--- config.mk ---
export PLATFORM = sky130hd
export DESIGN_NAME = id_hazard_scoreboard
export DESIGN_NICKNAME = d
export VERILOG_FILES = /design/src/rtl/id_hazard_scoreboard.sv
export SDC_FILE = /design/constraint.sdc
export NUM_CORES = 1
export LEC_CHECK = 0
export ABC_CLOCK_PERIOD_IN_PS = 4000
export BUFFER_PORTS_ARGS = -buffer_cell sky130_fd_sc_hd__buf_2
export CAP_MARGIN = 20
export CORE_ASPECT_RATIO = 1.2
export CORE_MARGIN = 10
export CORE_UTILIZATION = 33
export CTS_CLUSTER_SIZE = 28
export DETAILED_ROUTE_END_ITERATION = 6
export PLACE_DENSITY = 0.47
export SETUP_SLACK_MARGIN = 0.4
export SLEW_MARGIN = 20
export SYNTH_ARGS = -nofsm -noshare
export SYNTH_HDL_FRONTEND = slang
export SYNTH_SLANG_ARGS = --single-unit
--- constraint.sdc ---
create_clock -name clk -period 4 [get_ports clk]
set_input_delay 0.8 -clock clk [delete_from_list [all_inputs] [get_ports clk]]
set_output_delay 0.8 -clock clk [all_outputs]
set_load 0.02 [all_outputs]
--- src/rtl/id_hazard_scoreboard.sv ---
// ID-stage hazard and forwarding unit: per-register producer-latency scoreboard
// driving operand forwarding selects and the pipeline stall.
module id_hazard_scoreboard #(
    parameter int unsigned NREG   = 32,
    parameter int unsigned NRD    = 2,
    parameter int unsigned MAXLAT = 3,
    localparam int unsigned RW    = $clog2(NREG),
    localparam int unsigned CW    = $clog2(MAXLAT + 1)
) (
    input  logic              clk,
    input  logic              reset_n,
    input  logic              id_valid,
    input  logic              id_we,
    input  logic [RW-1:0]     id_rd,
    input  logic [CW-1:0]     id_lat,
    input  logic [NRD*RW-1:0] id_rs,
    input  logic [NRD-1:0]    id_rs_use,
    input  logic              flush_ex,
    input  logic              mem_we,
    input  logic [RW-1:0]     mem_rd,
    input  logic              wb_we,
    input  logic [RW-1:0]     wb_rd,
    output logic [NRD*2-1:0]  fwd_sel,
    output logic              stall,
    output logic [31:0]       stall_cycles
);

    localparam logic [CW-1:0] MAXLATC = CW'(MAXLAT);

    logic [CW-1:0] cnt [NREG];
    logic [RW-1:0] lastRd;
    logic          lastV;

    logic [RW-1:0] rsPort [NRD];
    logic [NRD-1:0] portHaz;
    logic [CW-1:0] latClamp;
    logic          issue;
    logic          writeNew;

    for (genvar k = 0; k < NRD; k++) begin : gPort
        logic memHit;
        logic wbHit;
        logic portLive;

        assign rsPort[k]  = id_rs[k*RW +: RW];
        assign portLive   = id_rs_use[k] & (rsPort[k] != '0);
        assign portHaz[k] = id_valid & portLive & (cnt[rsPort[k]] != '0);
        assign memHit     = mem_we & (mem_rd == rsPort[k]);
        assign wbHit      = wb_we & (wb_rd == rsPort[k]);
        // MEM holds the younger result, so it takes precedence over WB.
        assign fwd_sel[k*2 +: 2] = (!stall && portLive) ?
                                   (memHit ? 2'b10 : (wbHit ? 2'b01 : 2'b00)) : 2'b00;
    end

    assign stall    = |portHaz;
    assign issue    = id_valid & ~stall;
    assign writeNew = issue & id_we & (id_rd != '0);
    assign latClamp = (id_lat > MAXLATC) ? MAXLATC : id_lat;

    // x0 is never written outside reset, so cnt[0] stays zero.
    always_ff @(posedge clk) begin
        if (!reset_n) begin
            for (int unsigned r = 0; r < NREG; r++) begin
                cnt[r] <= '0;
            end
            lastV        <= 1'b0;
            lastRd       <= '0;
            stall_cycles <= '0;
        end else begin
            for (int unsigned r = 1; r < NREG; r++) begin
                if (writeNew && id_rd == RW'(r)) begin
                    cnt[r] <= latClamp;
                end else if (flush_ex && lastV && lastRd == RW'(r)) begin
                    cnt[r] <= '0;
                end else if (cnt[r] != '0) begin
                    cnt[r] <= cnt[r] - CW'(1);
                end
            end
            lastV  <= writeNew;
            lastRd <= id_rd;
            if (stall && stall_cycles != '1) begin
                stall_cycles <= stall_cycles + 32'd1;
            end
        end
    end

endmodule
# [Word level (Yosys, flattened, before mapping)]
# Memories as Yosys holds them, arrays and structs flattened.
# Index checks and enable logic that the tools add are counted.
[classes] div_mod_pow=0 shifts=0 n_mul=0 bitwise_logic=107 n_mux=473 n_addsub=32 n_reduce_logical=104 n_eq_ne=67 order_cmp=1
[op_table] cell="1-bit two-way mux" count=375
[op_table] cell="2-bit two-way mux" count=98
[op_table] cell="5-bit == test, second input constant" count=32
[op_table] cell="1-bit bitwise OR" count=93
[op_table] cell="5-bit by 4-bit == test with 1-bit output, second input constant" count=16
[op_table] cell="1-bit logical AND" count=66
[op_table] cell="2-bit nonzero test" count=33
[op_table] cell="2-bit by 1-bit subtractor with 2-bit output, second input constant" count=31
[op_table] cell="5-bit by 3-bit == test with 1-bit output, second input constant" count=8
[op_table] cell="32-bit by 1-bit adder with 32-bit output, second input constant" count=1
[op_table] cell="32-bit != test, second input constant" count=1
[op_table] cell="5-bit by 2-bit == test with 1-bit output, second input constant" count=4
[op_table] cell="5-bit == test" count=4
[op_table] cell="5-bit nonzero test" count=3
[op_table] cell="1-bit bitwise AND" count=13
[op_table] cell="5-bit by 1-bit == test with 1-bit output, second input constant" count=2
[op_table] cell="2-bit > comparator, second input constant" count=1
[op_table] cell="2-bit OR reduction" count=1
[op_table] cell="1-bit logical NOT" count=1
[op_table] cell="1-bit inverter" count=1
[word_totals] register_bits=38 out_inout_bits=37 latch_bits=0 wordCells=788 memories=1 ram_bits=64 mem_bits_ro=0 inputBits=36
[mem_list] name="cnt" depth=32 word_bits=2 rd=33 rd_ports_with_merged_regs=0 wr=32 line_no="30" source="logic [CW-1:0] cnt [NREG];"

# [Depth between registers and ports, before layout]
[logic_depth] depth_word=16 mapped_depth=12 mapped_depth_nobuf=8

# [Least setup slack after synthesis]
# Ideal clock, no wire load.
[synth_timing] path_kind="in2out" startpoint="in id_rs[7]" endpoint="out fwd_sel[0]" slack_ns=0.198 path_buffers=3 path_stages=10 required_time_ns=3.200 arrival_ns=3.002 path_cell_list="clkbuf_1 > or2_2 > o311a_1 > o311ai_0 > a211o_1 > o22a_1 > buf_2 > buf_2 > nand2_1 > nor3_1"
[synth_between] elab_chain_cells=8 word_cells_on_any_way=10 classes_between="1 x mux; 3 x bitwise; 5 x reduce/logical; 1 x memory"
[synth_lines] element="from (decl)" line_no="16" source="input logic [NRD*RW-1:0] id_rs,"
[synth_lines] element="parallel branches: the longest is 3 deep, another holds memory 32 x 2 bit"
[synth_lines] element="1-bit bitwise AND (*)" line_no="47" source="assign portHaz[k] = id_valid & portLive & (cnt[rsPort[k]] != '0);"
[synth_lines] element="2-bit OR reduction (*)" line_no="55" source="assign stall = |portHaz;"
[synth_lines] element="1-bit logical NOT (*)" line_no="51" source="assign fwd_sel[k*2 +: 2] = (!stall && portLive) ?"
[synth_lines] element="1-bit logical AND (*)" line_no="51"
[synth_lines] element="2-bit two-way mux (*)" line_no="51"
[synth_lines] element="to (decl)" line_no="23" source="output logic [NRD*2-1:0] fwd_sel,"
# Mark *: on every way between the ends.

# [Worst setup path in the final report]
[layout_timing] startpoint="in id_rs[6]" endpoint="out fwd_sel[3]"
[layout_between] elab_chain_cells=8 word_cells_on_any_way=13 classes_between="1 x eq/ne; 2 x mux; 4 x bitwise; 5 x reduce/logical; 1 x memory"
[layout_lines] element="parallel branches: the longest is 7 deep, another holds memory 32 x 2 bit"
[layout_lines] element="2-bit two-way mux (*)" line_no="51"
# Marks and branches as above.

==> results.md <==
Yosys:
- The count of unique library cells instantiated by Yosys is between 60 and 70.
- The synthesized area per cell is 8.60 um2.
- In the post-synthesis netlist, the biggest area contributors are edfxtp_1, dfxtp_1, ha_1, mux2_2, nor3_1.
- The area share of the leading cell type in the synthesized netlist is between 20 and 25%.
- The dominant synthesized flop cell is edfxtp_1.
- The post-synthesis instance total is between 800 and 900.
- Of the synthesized area, sequential elements account for about a third.
- The synthesized design spends more area on one cell type than any other, namely edfxtp_1.
- The number of synthesized flops with an enable pin is 62.
- The Yosys step of the flow raised 0 warnings.
- The post-synth net total is about 940.
- Synthesis inferred 100 register bits.
- After synthesis the cells add up to roughly 7500 um2.
- The async set-reset flop share out of synthesis is 0%.

Hold path:
- The worst min-delay path category is flip-flop to flip-flop.

STA:
- The count of final hold-check violations is 0.
- Setup repair after global routing could not meet its margin everywhere.
- The number of pins with negative max-slew slack in the final report is 0.
- The maximum frequency from static timing analysis is approximately 0.29 GHz.
- In the final timing run, aggregate negative setup slack is 0 ns.
- At the pin with the least slew margin, the transition time is approximately 0.91 ns.
- Setup violations remaining at the end of the flow were counted as 0.
- In this run the tightest slew margin relative to its limit is between 30% and 40%.
- The clock arrives with 0.0109 ns of skew.
- The post-layout minimum cycle time is 3.49 ns.
- In the finished design, the share of the clock period the worst path needs comes to approximately 87%.

Drt:
- The number of vias per cell after detailed routing is 5.72.
- The remaining number of nets flagged by the antenna check after routing is 0.
- The average wire per standard cell is slightly below 20 um.
- The DRC violation total after the first TritonRoute iteration is between 200 and 300.
- For this block, the via count after detailed routing is a little under 7000.
- The DRC violation count after routing is 0.
- The detailed-route wire length is between 20000 and 25000 um.
- The first detailed-routing pass took 5 iterations.

Floorplanning:
- The starting density of the core is 33.5%.
- From bottom edge to top edge, the die measures around 190 um.
- Row generation in the floorplan step produced 60 rows.
- The die covers between 20000 and 30000 um2.
- After floorplanning, the core was sized to cover about 22000 um2.
- The number of top-level pins is between 70 and 80.
- The floorplan step set the die width to 158 um.

Setup path:
- For the worst setup path, the data arrival time is between 2 and 3 ns.
- The kind of end point of the critical path is an output port.
- STA classifies the critical path startpoint as an input pin.
- Along the worst path, the maximum fanout reaches 16.
- The startpoint-to-endpoint class of the critical path is input pin to output port.
- The required time of the critical path is 3.20 ns.

Power:
- Of the total power, the clock network draws between 20% and 30%.
- In this run, the combinational gates consume around two fifths of the power.
- The overall power is approximately 4.4 mW.
- VDD sags by at most 0.195 mV.
- For this design the total switching power over the nets is 1.63 mW.
- The total leakage power is between 3 and 4 nW.
- The internal cell power is about 2.8 mW.
- The total power divided by cell area is 525 nW/um2.
- The net switching share of the total power is between 30 and 40%.
- Of the total power, registers draw 40.6%.

Clock network:
- The clock drives 100 sinks.
- After clock tree synthesis, the clock-pin slew on the worst setup and hold paths is about 0.070 ns.
- The CTS root buffer is clkbuf_16.
- The TritonCTS clock tree is done.
- The clock reaches the later pin of the worst-skew pair after between 0.3 and 0.4 ns.
- The H-tree generated during clock tree synthesis spans 3 levels.
- The buffer levels on the longest clock path is 2.
- In this run, CTS created clock tree buffers numbering 9.

Outcome:
- The run finished with clean final reports.

Finish:
- Cells fill ~38% of the core in the end.
- The number of nets in the layout is between 900 and 1000.
- The post-route netlist has around 17% of its cells at a drive strength greater than 1.
- Relative to the synthesized area, the layout overhead comes to 12.7%.

Global route:
- Entering global routing, the biggest net connects 72 pins.
- The via count of the first global-routing pass is between 6000 and 7000.
- The global routing usage summed across all routing layers is roughly 16%.
- Summed over all layers, the global routing overflow is 0.
- The first-pass GRT wire length is 37600 um.
- The number of antenna violations at the first check in global routing is 4.

Run:
- Max-cap violations in this run came to 0.

Placed design:
- The final RePlAce weighted congestion is about 0.83.
- The detailed placer's ending HPWL is around 18000 um.
- Input and output buffers added on the ports amount to 72.
[kinds of logic after synthesis]
logic type | after synthesis | share of synthesized area (%)
multiplexers | 46 | 7.39
buffers and inverters | 124 | 6.72
flip-flops | 100 | 35.0
AO/OA/AOI/OAI | 183 | 17.1
AND/OR/NAND/NOR | 366 | 26.0
adder cells (fa/ha/maj) | 32 | 5.35
XOR/XNOR | 20 | 2.34
[path summary, 6_finish.rpt]
path / startpoint / endpoint / slack, ns / depth (start not counted)
max: id_rs[6] / fwd_sel[3] / 0.51 / 9
min: stall_cycles[14] / stall_cycles[14] / 0.50 / 2
max reg2reg: cnt[4][0] / cnt[3][0] / 0.95 / 9
min reg2reg: stall_cycles[14] / stall_cycles[14] / 0.50 / 2
[cell usage after synthesis, types with 28 or more instances]
library cell,n
a21oi_1,28
clkbuf_1,34
dfxtp_1,38
edfxtp_1,62
ha_1,32
inv_1,69
mux2_2,34
nand2_1,72
nand3_1,40
nor2_1,34
nor3_1,70
o21ai_0,43
[metal layers]
metal  global-route usage [%]  vias to the layer above  part of all wire [%]
met5                        0                        -                  0.12
met3                     3.81                       28                   5.7
met1                     20.0                     3305                    45
met2                     27.8                      161                    48
li1                         -                     3391                     -
met4                     4.98                        6                   1.9
[critical path: stages]
cell	delay, ns
buf_2	0.32
inv_2	0.12
a2111oi_1	0.40
a211oi_1	0.09
a211o_1	0.30
o22a_2	0.24
o311ai_1	0.15
nor2b_1	0.09
buf_4	0.17
[power groups by stage]
| stage | logic (mW) | clock network (mW) | registers [mW] |
|---|---|---|---|
| after floorplan | 1.32 | 0 | 1.72 |
| after global placement | 1.72 | 0 | 1.83 |
| after detailed placement | 1.72 | 0 | 1.83 |
| after CTS | 1.73 | 0.941 | 1.80 |
| after global routing | 1.98 | 0.975 | 1.84 |
| final | 1.73 | 0.904 | 1.80 |
[layout make-up]
type                            instances  area, um2
Fill cell                            2334      13900
Timing Repair Buffer                   90        518
Antenna cell                            1       2.50
Inverter                               71        267
Tap cell                              279        349
Clock inverter                          6       62.6
Clock buffer                           10        239
Sequential cell                       100       2620
Multi-Input combinational cell        647       4380
[state kept, by name (all words and copies together), names as in the netlist]
signal / flops
cnt: 62
lastRd: 5
lastV: 1
stall_cycles: 32
[placed cells by master, fill, tap and decap left out, drive strengths merged, types with 5 or more instances in the layout]
cell type and count:
nor3b 11, nand4 24, nor3 70, dfxtp 38, mux2i 8, a21oi 28
o221ai 14, nand2b 13, nor2 34, a211oi 7, a311o 6, nor4 5
o2bb2ai 5, nand3 40, and3 24, nand2 72, xor2 16, nor2b 10
or4 5, o2111ai 15, and2 15, clkbuf 11, buf 89, o21ai 43
edfxtp 62, mux2 34, ha 32, or3 20, inv 72, o31ai 8
o211ai 12, a31oi 9
[through the flow]
stage	hold WS (ns)	instance area [um2]	cells	setup slack (ns)
global route	0.531	8440	1204	0.393
detailed placement	0.488	8120	1186	0.312
finish	0.498	8440	1204	0.515
floorplan	0.556	7500	871	0.389
CTS	0.498	8430	1203	0.414
global placement	0.482	8120	1186	0.339
[timing repair]
item | CTS | global route
pin swaps | 1 | 1
endpoints found under the setup margin | 3 | 4
hold buffers | 0 | 0
setup buffers | 1 | 0
resized for setup | 2 | 5
Note: power is estimated with default switching activity, not from simulation.
